`config.mk`:
```
export PLATFORM = sky130hd
export DESIGN_NAME = button_scan_ctrl
export DESIGN_NICKNAME = d
export VERILOG_FILES = /design/src/rtl/btn_pkg.sv /design/src/rtl/button_scan_ctrl_tick_gen.sv /design/src/rtl/button_scan_ctrl.sv
export SDC_FILE = /design/constraint.sdc
export NUM_CORES = 1
export LEC_CHECK = 0
export CORE_ASPECT_RATIO = 0.8
export CORE_MARGIN = 10
export CORE_UTILIZATION = 41
export CTS_BUF_LIST = sky130_fd_sc_hd__clkbuf_4
export CTS_CLUSTER_DIAMETER = 30
export CTS_CLUSTER_SIZE = 8
export DETAILED_ROUTE_END_ITERATION = 10
export PLACE_DENSITY = 0.58
export SETUP_SLACK_MARGIN = 0.3
export SYNTH_ARGS = -nofsm -noshare
export SYNTH_HDL_FRONTEND = slang
export SYNTH_HIERARCHICAL = 1
export SYNTH_SLANG_ARGS = --single-unit
```
`constraint.sdc`:
```
create_clock -name clock_in -period 9.8 [get_ports clock_in]
set_input_delay 2.94 -clock clock_in [delete_from_list [all_inputs] [get_ports clock_in]]
set_output_delay 2.94 -clock clock_in [all_outputs]
set_load 0.05 [all_outputs]
```
`src/rtl/btn_pkg.sv`:
```
// Shared width helpers and parameter legality rules for the button scanner.
package btn_pkg;

  // Bits needed to hold values 0..n-1, never less than one.
  function automatic int idx_w(input int n);
    return (n > 1) ? $clog2(n) : 1;
  endfunction

  function automatic int ch_w(input int num_btn);
    return idx_w(num_btn);
  endfunction

  // Per-channel agreement counter; only ever reaches STABLE_SAMPLES-1.
  function automatic int cnt_w(input int stable_samples);
    return (stable_samples > 1) ? $clog2(stable_samples + 1) : 1;
  endfunction

  function automatic bit params_ok(input int num_btn, input int tick_div,
                                   input int stable_samples);
    return (num_btn >= 1) && (tick_div >= 1) && (stable_samples >= 1);
  endfunction

endpackage

```
`src/rtl/button_scan_ctrl_tick_gen.sv`:
```
// Service-tick prescaler: one tick every TICK_DIV enabled cycles, count held while disabled.
module tick_gen
  import btn_pkg::*;
#(
  parameter int TICK_DIV = 1000
) (
  input  logic clock_in,
  input  logic reset_in,
  input  logic enable_in,
  output logic tick_out
);

  localparam int PW = idx_w(TICK_DIV);
  localparam logic [PW-1:0] LAST = PW'(TICK_DIV - 1);

  logic [PW-1:0] cnt_q, cnt_d;

  if (TICK_DIV < 1) begin : g_bad_div
    $error("tick_gen: TICK_DIV must be >= 1");
  end

  assign tick_out = enable_in && (cnt_q == LAST);

  always_comb begin
    cnt_d = cnt_q;
    if (enable_in) begin
      cnt_d = tick_out ? '0 : cnt_q + PW'(1);
    end
  end

  always_ff @(posedge clock_in or posedge reset_in) begin
    if (reset_in) begin
      cnt_q <= '0;
    end else begin
      cnt_q <= cnt_d;
    end
  end

endmodule

```
`src/rtl/button_scan_ctrl.sv`:
```
// Time-shared debouncer: one compare/count engine visits each channel in turn on prescaler ticks.
module button_scan_ctrl
  import btn_pkg::*;
#(
  parameter int NUM_BTN        = 8,
  parameter int TICK_DIV       = 1000,
  parameter int STABLE_SAMPLES = 16
) (
  input  logic                         clock_in,
  input  logic                         reset_in,
  input  logic                         enable_in,
  input  logic [NUM_BTN-1:0]           noisy_in,
  output logic [NUM_BTN-1:0]           clean_out,
  output logic [NUM_BTN-1:0]           press_out,
  output logic [NUM_BTN-1:0]           release_out,
  output logic [ch_w(NUM_BTN)-1:0]     chan_out,
  output logic                         scan_done_out
);

  localparam int CH_W  = ch_w(NUM_BTN);
  localparam int CNT_W = cnt_w(STABLE_SAMPLES);
  localparam logic [CH_W-1:0]  LAST_CH  = CH_W'(NUM_BTN - 1);
  localparam logic [CNT_W-1:0] LAST_CNT = CNT_W'(STABLE_SAMPLES - 1);

  if (!params_ok(NUM_BTN, TICK_DIV, STABLE_SAMPLES)) begin : g_bad_params
    $error("button_scan_ctrl: NUM_BTN, TICK_DIV and STABLE_SAMPLES must all be >= 1");
  end

  logic                tick;
  logic [NUM_BTN-1:0]  sync1_q, sync2_q;
  logic [NUM_BTN-1:0]  clean_q, press_q, release_q;
  logic [CH_W-1:0]     idx_q, idx_d, chan_q;
  logic                done_q;
  logic [CNT_W-1:0]    cnt_q [NUM_BTN];
  logic [CNT_W-1:0]    cnt_d;
  logic                cur_sync, cur_clean, expire;
  logic [CNT_W-1:0]    cur_cnt;

  tick_gen #(.TICK_DIV(TICK_DIV)) u_tick_gen (
    .clock_in (clock_in),
    .reset_in (reset_in),
    .enable_in(enable_in),
    .tick_out (tick)
  );

  // Shared engine: evaluate only the channel the scheduler points at.
  always_comb begin
    cur_sync  = sync2_q[idx_q];
    cur_clean = clean_q[idx_q];
    cur_cnt   = cnt_q[idx_q];
    expire    = (cur_sync != cur_clean) && (cur_cnt == LAST_CNT);
    cnt_d     = (cur_sync == cur_clean || expire) ? '0 : cur_cnt + CNT_W'(1);
    idx_d     = (idx_q == LAST_CH) ? '0 : idx_q + CH_W'(1);
  end

  always_ff @(posedge clock_in or posedge reset_in) begin
    if (reset_in) begin
      sync1_q   <= '0;
      sync2_q   <= '0;
      clean_q   <= '0;
      press_q   <= '0;
      release_q <= '0;
      idx_q     <= '0;
      chan_q    <= '0;
      done_q    <= 1'b0;
      for (int i = 0; i < NUM_BTN; i++) begin
        cnt_q[i] <= '0;
      end
    end else begin
      // Synchronizer runs every cycle so sampled data is fresh on re-enable.
      sync1_q   <= noisy_in;
      sync2_q   <= sync1_q;
      press_q   <= '0;
      release_q <= '0;
      done_q    <= 1'b0;
      if (tick) begin
        chan_q       <= idx_q;
        idx_q        <= idx_d;
        cnt_q[idx_q] <= cnt_d;
        done_q       <= (idx_q == LAST_CH);
        if (expire) begin
          clean_q[idx_q]   <= cur_sync;
          press_q[idx_q]   <= cur_sync;
          release_q[idx_q] <= ~cur_sync;
        end
      end
    end
  end

  assign clean_out     = clean_q;
  assign press_out     = press_q;
  assign release_out   = release_q;
  assign chan_out      = chan_q;
  assign scan_done_out = done_q;

endmodule

```
After elaboration in Yosys (flattened, before gate mapping)
Cells that the tools add are included.
{"block": "totals", "register_bits": 97, "out_inout_bits": 28}
{"block": "classes", "addsub": 3, "order_cmp": 4, "eq_ne": 5, "mux": 21, "bitwise_logic": 4, "reduce_logical": 6}
{"operator": "bitwise mux 40 bit", "count": 1}
{"operator": "2-to-1 mux 8 bit", "count": 4}
{"operator": "2-to-1 mux 5 bit", "count": 4}
{"operator": "bitwise AND 8 bit", "count": 2}
{"operator": "binary-select mux 5 bit (select 3 bit)", "count": 1}
{"operator": "demux 5 bit (select 3 bit)", "count": 1}
{"operator": "adder 10 x 1 -> 10 bit (second input constant)", "count": 1}
{"operator": "== test 10 bit (second input constant)", "count": 1}
{"operator": "2-to-1 mux 10 bit", "count": 1}
{"operator": "bitwise mux 8 bit", "count": 1}
{"operator": "binary-select mux 1 bit (select 3 bit)", "count": 2}
{"operator": "adder 5 x 1 -> 5 bit (second input constant)", "count": 1}
{"operator": "== test 5 x 4 -> 1 bit (second input constant)", "count": 1}
{"operator": "greater-or-equal comparator 4 bit (second input constant)", "count": 1}
{"operator": "logical AND 1 bit", "count": 4}
{"operator": "< comparator 3 x 4 -> 1 bit (second input constant)", "count": 1}
{"operator": "< comparator 4 x 1 -> 1 bit (second input constant)", "count": 1}
{"operator": "2-to-1 mux 1 bit", "count": 4}
{"operator": "NOT 3 -> 4 bit", "count": 1}
{"operator": "adder 3 x 1 -> 3 bit (second input constant)", "count": 1}
{"operator": "demux 1 bit (select 3 bit)", "count": 1}
{"operator": "== test 3 bit (second input constant)", "count": 1}
{"operator": "greater-or-equal comparator 3 x 1 -> 1 bit (second input constant)", "count": 1}
{"operator": "2-to-1 mux 3 bit", "count": 1}
{"operator": "other kinds (5)", "count": 5}

Depth between registers and ports, before layout
Gate-level depths: netlist (run 1).
{"block": "depth", "ltp_word": 9, "mapped_depth": 13, "ltp_nobuf": 9}

By module
Netlist (run 1), hierarchy kept.
{"module": "button_scan_ctrl", "n_inst": 1, "cells_each": 312, "area_each_um2": 3676.0, "seq_area_each_um2": 2177.1}
{"module": "tick_gen", "n_inst": 1, "cells_each": 56, "area_each_um2": 574.3, "seq_area_each_um2": 250.2}

Worst setup path before layout (run 1)
OpenSTA, ideal clock, no wires.
{"block": "synth_path", "path_type": "in2reg", "startpoint": "in enable_in", "endpoint": "reg, netlist name cnt_q[18]", "setup_ns": 0.092, "t_arrival_ns": 4.784, "slack_ns": 4.923, "stages": 8, "cell_sequence": "nand3_2 -> nor4_4 -> clkbuf_1 -> nor2b_1 -> clkbuf_1 -> nand2_1 -> or3_1 -> o31ai_2"}
{"item": "from (decl)", "line_no": "button_scan_ctrl.sv:11", "text": "input logic enable_in,"}

==> metrics.md, run 1 <==
| Metric | Value |
|---|---|
| GRT overflow | `0` |
| Worst clock skew | `0.0252 ns` |
| Switch share | `around 27%` |
| Syn nets | `384` |
| Post-synthesis compound-gate area fraction | `11.5%` |
| Port Buffers | `38` |
| DR vias | `2870` |
| Worst IR Drop VDD | `0.000117 V` |
| Ys async rst share | `100%` |
| Minimum clock period | `approximately 5.7 ns` |
| Synth cell types | `51` |
| CTS tree | `yes` |
| Placement Rows | `33` |
| Synth Area in Simple Gates | `16.1%` |
| # resized after CTS | `0` |
| Main combinational cell family by area after synthesis | `simple AND/OR/NAND/NOR gates` |
| Buf/Inv on CP | `1` |
| Worst endpoint required time | `around 10 ns` |
| Layout cells sized above 1 | `12.0%` |
| Fmax | `0.177 GHz` |
| Register area share after synthesis | `57.1%` |
| Cell Count, Final, Fillers Out | `547` |
| Starting Density | `41.7%` |
| Height of the die | `111 um` |
| Slew headroom | `27.1%` |
| Tot GR Track Use | `a little over an eighth` |
| Fin nets | `between 400 and 500` |
| Critical-path cell list | `clkdlybuf4s50_1 > nand3_2 > nor4_4 > nor2b_1 > nand3_1 > or3_1 > o31ai_2` |
| Diodes inserted | `0` |
| CTS Hold Bufs | `0` |
| Final hold slack | `0.366 ns` |
| Placed Cells | `between 500 and 600` |
| Adder-cell share of the synthesized area | `under 10%` |
| Antenna Nets Post-Route | `0` |
| I/O pins | `39` |
| Die X | `134 um` |
| Internal power | `514 uW` |
| H-tree levels | `3` |
| Worst-Margin Slew | `1.09 ns` |
| Cell Area, Synth | `roughly 4300 um2` |
| Delay-heaviest family, CP | `simple AND/OR/NAND/NOR gates` |
| PwrDens | `about 140 nW/um2` |
| Static Leakage | `2.05 nW` |
| # DRC | `0` |
| Initial DRC count | `251` |
| Worst-path clk slew | `0.16 ns` |
| CP Launch Type | `input port` |
| Worst skew pair latency | `roughly 0.47 ns` |
| Cell type of the slowest stage on the worst timing path | `nor4_4` |
| Worst-path maximum fanout | `15` |
| Die area | `14900 um2` |
| Flops & latches, synth | `between 90 and 100` |
| Routed vias/inst | `5.25` |
| Mux cell area share after synthesis | `about a tenth` |
| Logic pwr share | `7.4%` |
| Clock power share | `31.4%` |
| Worst r2r src | `idx_q[0]` |
| Flop pwr share | `61.2%` |
| Post-synth EDFFs | `0` |
| CP startpoint | `enable_in` |
| Crit path kind | `input port to register` |
| Yosys warns | `6` |
| Register Area | `2430 um2` |
| Xor/xnor share of the synthesized area | `1.68%` |
| Post-DP HPWL | `6590 um` |
| Pin count of the biggest net entering global routing | `88` |
| Syn Area/Cell | `about 12 um2` |
| Drt first pass iters | `4` |
| Vias in the first global route | `2997` |
| Area of the multi-input gates | `1700 um2` |
| Num CTS Buffers | `9` |
| Avg WL per Cell | `17.4 um` |
| Initial antenna violation count | `0` |
| MaxCap Viol Count | `0` |
| Hold crit path type | `register to register` |
| Sw power | `192 uW` |
| RePlAce Congestion | `0.799` |
| Critical Path Max Stage Delay | `about 0.75 ns` |
| Fillers | `931` |
| Hold wc startpoint | `sync1_q[5]` |
| Slew Viols, Final | `0` |
| Top FF cell, synth | `dfrtp_1` |
| Drt total wl | `9520 um` |
| Tcrit/Tclk final | `between 50% and 60%` |
| Final Hold Violating Endpoints | `0` |
| First-pass GRT wire length | `15900 um` |
| Core Area | `10200 um2` |
| Final Total Pwr | `between 700 and 800 uW` |
| Setup TNS | `0 ns` |
| TritonCTS Sinks | `97` |
| RSZ-0062 raised after global routing | `no` |
| Area grow syn2layout | `15.0%` |
| Outcome | `complete, no violations` |
| Critical path arrival | `6.05 ns` |
| Post-CTS Setup Repair Bufs | `0` |
| Clock tree buffer depth | `2` |
| Setup violators final | `0` |
| CP Capture Type | `register` |
| Cells after Synth | `around 370` |
| Clock Root Buffer | `clkbuf_4` |
[power groups by stage]
stage               clock network, mW  registers (mW)  logic, mW
global route                    0.247           0.435     0.0584
floorplan                           0           0.432     0.0424
detailed placement                  0           0.439     0.0527
CTS                             0.230           0.431     0.0531
finish                          0.222           0.432     0.0525
global placement                    0           0.438     0.0499
[cell usage in the layout, fill, tap and decap left out, types with 4 or more instances in the layout]
master           synthesis  final
a21oi_1                  4      4
clkbuf_4                 0      9
clkdlybuf4s50_1          0     38
dfrtp_1                 97     97
ha_1                     5      5
inv_1                    9      8
mux2_2                   5      5
mux2i_1                  7      7
mux4_2                  10     10
nand2_1                 61     61
nand2b_1                10     10
nand3_1                 10     10
nor2_1                   8      8
nor3_1                  14     14
o21ai_0                 31     31
o21ai_1                  8      8
o31ai_1                 11     11
o41ai_1                  6      6
or3_1                    5      5
xnor2_1                  5      5
[registers in the layout, indices dropped and copies added, names as in the netlist]
register / flops
cnt_q: 40
release_out: 8
chan_out: 3
sync2_q: 8
idx_q: 3
sync1_q: 8
press_out: 8
u_tick_gen/cnt_q: 10
clean_out: 8
scan_done_out: 1
[layout make-up]
| class | instances | share of cell area, % |
|---|---|---|
| clock inverters | 7 | 1.56 |
| multi-input cells | 244 | 34.9 |
| repair buffers | 41 | 8.24 |
| inverters | 9 | 0.717 |
| well taps | 140 | 3.58 |
| clock buffers | 9 | 1.38 |
| flip-flops and latches | 97 | 49.7 |
[layer usage]
layer / vias up / GRT usage (%) / share of wire [%]
met3: 13 / 4.08 / 4.3
li1: 1383 / - / -
met1: 1421 / 18.3 / 51
met4: 0 / 4.27 / 1.4
met5: - / 0 / 0
met2: 53 / 19.7 / 43
[through the flow]
| stage | cell area [um2] | setup slack (ns) | util [%] |
|---|---|---|---|
| floorplan | 4250 | 4.61 | - |
| global placement | 4740 | 3.78 | 46.5 |
| detailed placement | 4740 | 3.64 | 46.5 |
| CTS | 4890 | 4.18 | 47.9 |
| global route | 4890 | 3.89 | 47.9 |
| finish | 4890 | 4.15 | 47.9 |
[kinds of logic (layout without fill, tap and decap cells)]
group | after synthesis | after routing
fa+ha+maj | 5 | 5
xor+xnor | 6 | 6
compound gates | 76 | 76
simple gates | 133 | 133
flops | 97 | 97
buf+inv | 27 | 66
mux | 24 | 24
[final timing paths]
check                      slack, ns  depth (start not counted)                   to
setup / recovery                4.15                          7             cnt_q[8]
hold / removal                  0.37                          0           sync2_q[5]
setup reg to reg                6.30                          9            cnt_q[13]
hold reg to reg                 0.37                          0           sync2_q[5]
max in group asynchronous       5.94                          3            cnt_q[34]
min in group asynchronous       2.79                          2  u_tick_gen/cnt_q[2]
[cells in the mapped netlist (3+ instances only)]
cell / instances / area, um2
ha_1: 5 / 62.6
nand2_1: 61 / 229
mux2_2: 5 / 56.3
o31ai_1: 11 / 82.6
nand3_1: 10 / 50.1
and3_1: 3 / 18.8
a21oi_1: 4 / 20.0
nor2b_1: 3 / 18.8
o21ai_0: 31 / 155
mux4_2: 10 / 225
o41ai_1: 6 / 52.6
xnor2_1: 5 / 43.8
mux2i_1: 7 / 70.1
dfrtp_1: 97 / 2430
or3_1: 5 / 31.3
inv_1: 9 / 33.8
clkbuf_1: 12 / 45.0
o21ai_1: 8 / 40.0
nand2b_1: 10 / 62.6
a211o_1: 3 / 26.3
nor2_1: 8 / 30.0
o31ai_2: 3 / 37.5
nor3_1: 14 / 70.1
(Power assumes the default switching activity.)
==> inputs of run 2 (changes only) <==
- PLACE_DENSITY: 0.58 -> 0.6
- clock period: 9.8 -> 5.2 ns (I/O delays scaled with it)
==> metrics.md, run 2 (synthesis results as in run 1) <==
| Metric | Value |
|---|---|
| Flop pwr share | `60.2% (was 61.2%)` |
| Biggest regs | `cnt_q x40, u_tick_gen/cnt_q x10 (unchanged)` |
| Clock Root Buffer | `clkbuf_4 (unchanged)` |
| Setup TNS | `0 ns (unchanged)` |
| Dpl cell area | `4750 um2 (was 4740 um2)` |
| Worst-path clk slew | `0.16 ns (about the same)` |
| Fin area | `4910 um2 (was 4890 um2)` |
| GRT overflow | `0 (unchanged)` |
| H-tree levels | `3 (unchanged)` |
| Post-DP HPWL | `6450 um (was 6590 um)` |
| Cell Count, Final, Fillers Out | `548 (was 547)` |
| Die area | `14900 um2 (unchanged)` |
| Initial DRC count | `256 (was 251)` |
| Diodes inserted | `0 (unchanged)` |
| Pin count of the biggest net entering global routing | `48 (was 88)` |
| Worst skew pair latency | `0.46 ns (was 0.47 ns)` |
| Max FFs per register | `40 (unchanged)` |
| Sw power | `337 uW (was 192 uW)` |
| Crit path kind | `input port to register (unchanged)` |
| Most common cell after layout, fill and taps aside | `dfrtp_1 (unchanged)` |
| Fin nets | `419 (was 418)` |
| Avg WL per Cell | `16.9 um (was 17.4 um)` |
| Fillers | `917 (was 931)` |
| TritonCTS Sinks | `97 (unchanged)` |
| Post-CTS Setup Repair Bufs | `0 (unchanged)` |
| Clock tree buffer depth | `2 (unchanged)` |
| Drt first pass iters | `4 (unchanged)` |
| Tcrit/Tclk final | `76.1%` |
| Most flops, register | `cnt_q (unchanged)` |
| I/O pins | `39 (unchanged)` |
| Vias in the first global route | `2910 (was 2997)` |
| Internal power | `1.02 mW (was 514 uW)` |
| Final Hold Violating Endpoints | `0 (unchanged)` |
| Port Buffers | `38 (unchanged)` |
| Worst clock skew | `0.0255 ns (was 0.0252 ns)` |
| Num CTS Buffers | `9 (unchanged)` |
| Minimum clock period | `slightly below 4 ns` |
| Initial antenna violation count | `0 (unchanged)` |
| CP Capture Type | `register (unchanged)` |
| Tot GR Track Use | `13.0% (was 13.3%)` |
| First-pass GRT wire length | `15600 um (was 15900 um)` |
| Highest-count cells in the layout ignoring fill and taps | `97 x dfrtp_1, 61 x nand2_1, 38 x clkdlybuf4s50_1, 31 x o21ai_0, 14 x nor3_1 (unchanged)` |
| Height of the die | `111 um (unchanged)` |
| Slew Viols, Final | `0 (unchanged)` |
| CTS tree | `yes (unchanged)` |
| Routed vias/inst | `5.20 (was 5.25)` |
| CP Launch Type | `input port (unchanged)` |
| Slew headroom | `33.3% (was 27.1%)` |
| Final Total Pwr | `1.35 mW (was 706 uW)` |
| Worst endpoint required time | `5.58 ns (was 10.19 ns)` |
| # DRC | `0 (unchanged)` |
| Critical path arrival | `4.34 ns (was 6.05 ns)` |
| Fmax | `approximately 0.25 GHz` |
| Antenna Nets Post-Route | `0 (unchanged)` |
| Starting Density | `41.7% (unchanged)` |
| RePlAce Congestion | `0.805 (was 0.799)` |
| Switch share | `24.9% (was 27.2%)` |
| Worst-path maximum fanout | `15 (unchanged)` |
| Drt total wl | `9270 um (was 9520 um)` |
| Die X | `134 um (unchanged)` |
| PwrDens | `275 nW/um2 (was 144 nW/um2)` |
| Logic pwr share | `7.0% (was 7.4%)` |
| Hold crit path type | `register to register (unchanged)` |
| Outcome | `complete, no violations (unchanged)` |
| DR vias | `2851 (was 2870)` |
| MaxCap Viol Count | `0 (unchanged)` |
| Final hold slack | `0.366 ns (about the same)` |
| Static Leakage | `2.07 nW (was 2.05 nW)` |
| RSZ-0062 raised after global routing | `no (unchanged)` |
| Worst IR Drop VDD | `0.000202 V (was 0.000117 V)` |
| Placed Cells | `532 (was 531)` |
| Worst-Margin Slew | `0.994 ns (was 1.09 ns)` |
| Area grow syn2layout | `15.5% (was 15.0%)` |
| # resized after CTS | `0 (unchanged)` |
| Clock power share | `32.8% (was 31.4%)` |
| Core Area | `10200 um2 (unchanged)` |
| Placement Rows | `33 (unchanged)` |
| CTS Hold Bufs | `0 (unchanged)` |
| Setup violators final | `0 (unchanged)` |
| Layout cells sized above 1 | `12.3% (was 12.0%)` |
-- run 2: cell count changes in the layout (fill, tap and decap cells not counted), sizes merged --
cell      before  now
buf            3    4
bufinv         1    2
clkbuf         9   10
clkinv         3    5
clkinvlp       1    0
inv           11    8
-- run 2: per-layer routing --
layer | track usage (%) | share of wire [%]
met5 | 0 | 0
met4 | 3.48 | 0.94
met3 | 4.71 | 6.6
met2 | 19.2 | 45
met1 | 17.6 | 47
-- run 2: worst paths after layout --
check	from	end	slack, ns	depth (start not counted)
hold / removal	sync1_q[6]	sync2_q[6]	0.37	0
max in group asynchronous	reset_in	cnt_q[12]	2.67	3
hold reg to reg	sync1_q[6]	sync2_q[6]	0.37	0
setup / recovery	enable_in	cnt_q[8]	1.24	8
setup reg to reg	idx_q[0]	clean_out[2]	1.66	9
min in group asynchronous	reset_in	u_tick_gen/cnt_q[2]	1.42	2
-- run 2: final cells by class --
class / count / area (um2) / area share (%)
clock buffer: 10 / 75.1 / 1.53
timing repair buffer: 42 / 410 / 8.36
multi-input combinational: 244 / 1700 / 34.7
clock inverter: 6 / 82.6 / 1.68
tap: 140 / 175 / 3.57
inverter: 9 / 35.0 / 0.714
sequential: 97 / 2430 / 49.4
-- run 2: stage by stage --
stage	worst slack (ns)	util, %
3_3_place_gp	0.901	46.6
6_report	1.24	48.1
4_1_cts	1.27	48.1
2_1_floorplan	1.39	-
5_1_grt	0.998	48.1
3_5_place_dp	0.748	46.6
-- run 2: power groups by stage --
stage | combinational (mW) | sequential [mW] | clock [mW]
floorplan | 0.0799 | 0.813 | 0
global placement | 0.0937 | 0.826 | 0
detailed placement | 0.0962 | 0.827 | 0
CTS | 0.0959 | 0.814 | 0.454
global route | 0.106 | 0.819 | 0.488
finish | 0.0944 | 0.815 | 0.443
-- run 2: worst max-delay path, stage by stage --
cell,delay [ns]
clkdlybuf4s50_1,0.65
nand3_2,0.21
nor4_4,0.27
buf_4,0.24
nor2b_1,0.41
nand3_1,0.39
or3_1,0.44
o31ai_2,0.17
==> inputs of run 3 (changes only) <==
- clock period: 5.2 -> 3.3 ns (I/O delays scaled with it)
==> metrics.md, run 3 (synthesis results as in run 1) <==
| Metric | Value |
|---|---|
| Outcome | `complete, no violations (unchanged)` |
| Num CTS Buffers | `9 (unchanged)` |
| H-tree levels | `3 (unchanged)` |
| I/O pins | `39 (unchanged)` |
| First-pass GRT wire length | `15800 um (was 15600 um)` |
| Dpl ws | `0.132 ns (was 0.748 ns)` |
| GRT overflow | `0 (unchanged)` |
| Tcrit/Tclk final | `slightly below 90%` |
| Initial antenna violation count | `0 (unchanged)` |
| MaxCap Viol Count | `0 (unchanged)` |
| Area grow syn2layout | `19.9% (was 15.5%)` |
| Pin count of the biggest net entering global routing | `88 (was 48)` |
| Die area | `14900 um2 (unchanged)` |
| Layout cells sized above 1 | `18.4% (was 12.3%)` |
| Final hold slack | `0.367 ns (was 0.366 ns)` |
| Slew headroom | `38.1% (was 33.3%)` |
| Clock tree buffer depth | `2 (unchanged)` |
| Static Leakage | `2.15 nW (was 2.07 nW)` |
| Slew Viols, Final | `0 (unchanged)` |
| RePlAce Congestion | `0.762 (was 0.805)` |
| Clock Root Buffer | `clkbuf_4 (unchanged)` |
| CTS Hold Bufs | `0 (unchanged)` |
| Post-DP HPWL | `6450 um (about the same)` |
| Height of the die | `111 um (unchanged)` |
| PwrDens | `404 nW/um2 (was 275 nW/um2)` |
| Placement Rows | `33 (unchanged)` |
| Worst-Margin Slew | `0.923 ns (was 0.994 ns)` |
| Highest-count cells in the layout ignoring fill and taps | `94 x dfrtp_1, 61 x nand2_1, 38 x clkdlybuf4s50_1, 31 x o21ai_0, 22 x buf_4 (was 97 x dfrtp_1, 61 x nand2_1, 38 x clkdlybuf4s50_1, 31 x o21ai_0, 14 x nor3_1)` |
| Hold crit path type | `register to register (unchanged)` |
| RSZ-0062 raised after global routing | `yes (was no)` |
| Setup TNS | `0 ns (unchanged)` |
| Vias in the first global route | `2857 (was 2910)` |
| Worst IR Drop VDD | `0.000369 V (was 0.000202 V)` |
| Worst-path clk slew | `0.17 ns (was 0.16 ns)` |
| Avg WL per Cell | `16.4 um (was 16.9 um)` |
| CTS tree | `yes (unchanged)` |
| Delay-heaviest family, CP | `simple AND/OR/NAND/NOR gates (unchanged)` |
| Buf/Inv on CP | `1 (was 2)` |
| Final Total Pwr | `2.06 mW (was 1.35 mW)` |
| Routed vias/inst | `5.23 (was 5.20)` |
| Worst endpoint required time | `3.68 ns (was 5.58 ns)` |
| Drt total wl | `9340 um (was 9270 um)` |
| Antenna Nets Post-Route | `0 (unchanged)` |
| Max FFs per register | `40 (unchanged)` |
| Setup violators final | `0 (unchanged)` |
| Final Hold Violating Endpoints | `0 (unchanged)` |
| Critical-path cell list | `clkbuf_2 > or3b_2 > a21boi_0 > a211o_1 > ha_1 > nor3b_2 > ha_2 > or3_1 > o21ai_1 (was clkdlybuf4s50_1 > nand3_2 > nor4_4 > buf_4 > nor2b_1 > nand3_1 > or3_1 > o31ai_2)` |
| Core Area | `10200 um2 (unchanged)` |
| Fmax | `about 0.35 GHz` |
| Most flops, register | `cnt_q (unchanged)` |
| Minimum clock period | `2.89 ns` |
| Initial DRC count | `208 (was 256)` |
| Die X | `134 um (unchanged)` |
| Final WS setup | `0.407 ns (was 1.24 ns)` |
| Worst-path maximum fanout | `8 (was 15)` |
| Critical path arrival | `3.28 ns (was 4.34 ns)` |
| CP Launch Type | `register (was input port)` |
| Drt first pass iters | `4 (unchanged)` |
| TritonCTS Sinks | `97 (unchanged)` |
| Port Buffers | `38 (unchanged)` |
| Worst clock skew | `0.0243 ns (was 0.0255 ns)` |
| CP Capture Type | `register (unchanged)` |
| DR vias | `2985 (was 2851)` |
| Biggest regs | `cnt_q x40, u_tick_gen/cnt_q x10 (unchanged)` |
| Tot GR Track Use | `13.2% (was 13.0%)` |
| Crit path kind | `register to register (was input port to register)` |
| Critical Path Max Stage Delay | `0.50 ns (was 0.65 ns)` |
| # DRC | `0 (unchanged)` |
| Worst skew pair latency | `0.47 ns (was 0.46 ns)` |
| Most common cell after layout, fill and taps aside | `dfrtp_1 (unchanged)` |
| Starting Density | `41.7% (unchanged)` |
| Dpl cell area | `4890 um2 (was 4750 um2)` |
| Cell type of the slowest stage on the worst timing path | `or3_1 (was clkdlybuf4s50_1)` |
| Fin nets | `440 (was 419)` |
| Fin area | `5100 um2 (was 4910 um2)` |
[run 3: changes by cell type in the layout (fill, tap and decap cells not counted), moves of 2 or more]
cell       previous run  this run
buf_12                0         2
buf_4                 4        22
bufinv_16             2         0
clkinv_2              3         0
dfrtp_1              97        94
dfrtp_2               0         3
diode_2               0         2
inv_6                 0         2
inv_8                 0         3
nand3_1              10         8
nand3_2               2         4
[run 3: worst paths after layout]
path / start / to / slack [ns] / cells after the start
max: idx_q[0] / cnt_q[39] / 0.41 / 9
min: sync1_q[1] / sync2_q[1] / 0.37 / 0
max reg2reg: idx_q[0] / cnt_q[39] / 0.41 / 9
min reg2reg: sync1_q[1] / sync2_q[1] / 0.37 / 0
max in group asynchronous: reset_in / idx_q[1] / 1.90 / 3
min in group asynchronous: reset_in / u_tick_gen/cnt_q[4] / 0.87 / 2
[run 3: routing by layer]
metal | part of all wire [%] | GRT usage, %
met1 | 49 | 18.8
met2 | 43 | 18.2
met3 | 6.9 | 4.44
met4 | 1.6 | 4.27
met5 | 0 | 0
[run 3: stage by stage]
step	utilization, %	std cells
floorplan	-	368
global placement	47.9	548
detailed placement	47.9	548
CTS	49.3	564
global route	49.9	569
finish	50.0	571
[run 3: layout make-up]
class | instances | area [um2]
multi-input combinational | 244 | 1720
sequential | 97 | 2430
clock inverter | 7 | 68.8
inverter | 9 | 37.5
antenna | 2 | 5.00
fill | 926 | 5100
timing repair buffer | 63 | 591
clock buffer | 9 | 67.6
tap | 140 | 175
[run 3: report_power, final]
group	internal [mW]	total, mW	switching, mW	leakage [nW]
registers	1.23	1.28	0.0494	1.29
clock network	0.179	0.625	0.446	0.0769
logic	0.0614	0.155	0.0933	0.786
total	1.47	2.06	0.589	2.15
[run 3: repair_timing]
action	4_1_cts	5_1_grt
pin swaps	0	0
hold endpoints to repair	0	0
gates resized for setup	2	5
setup buffers	0	5
endpoints found under the setup margin	41	55
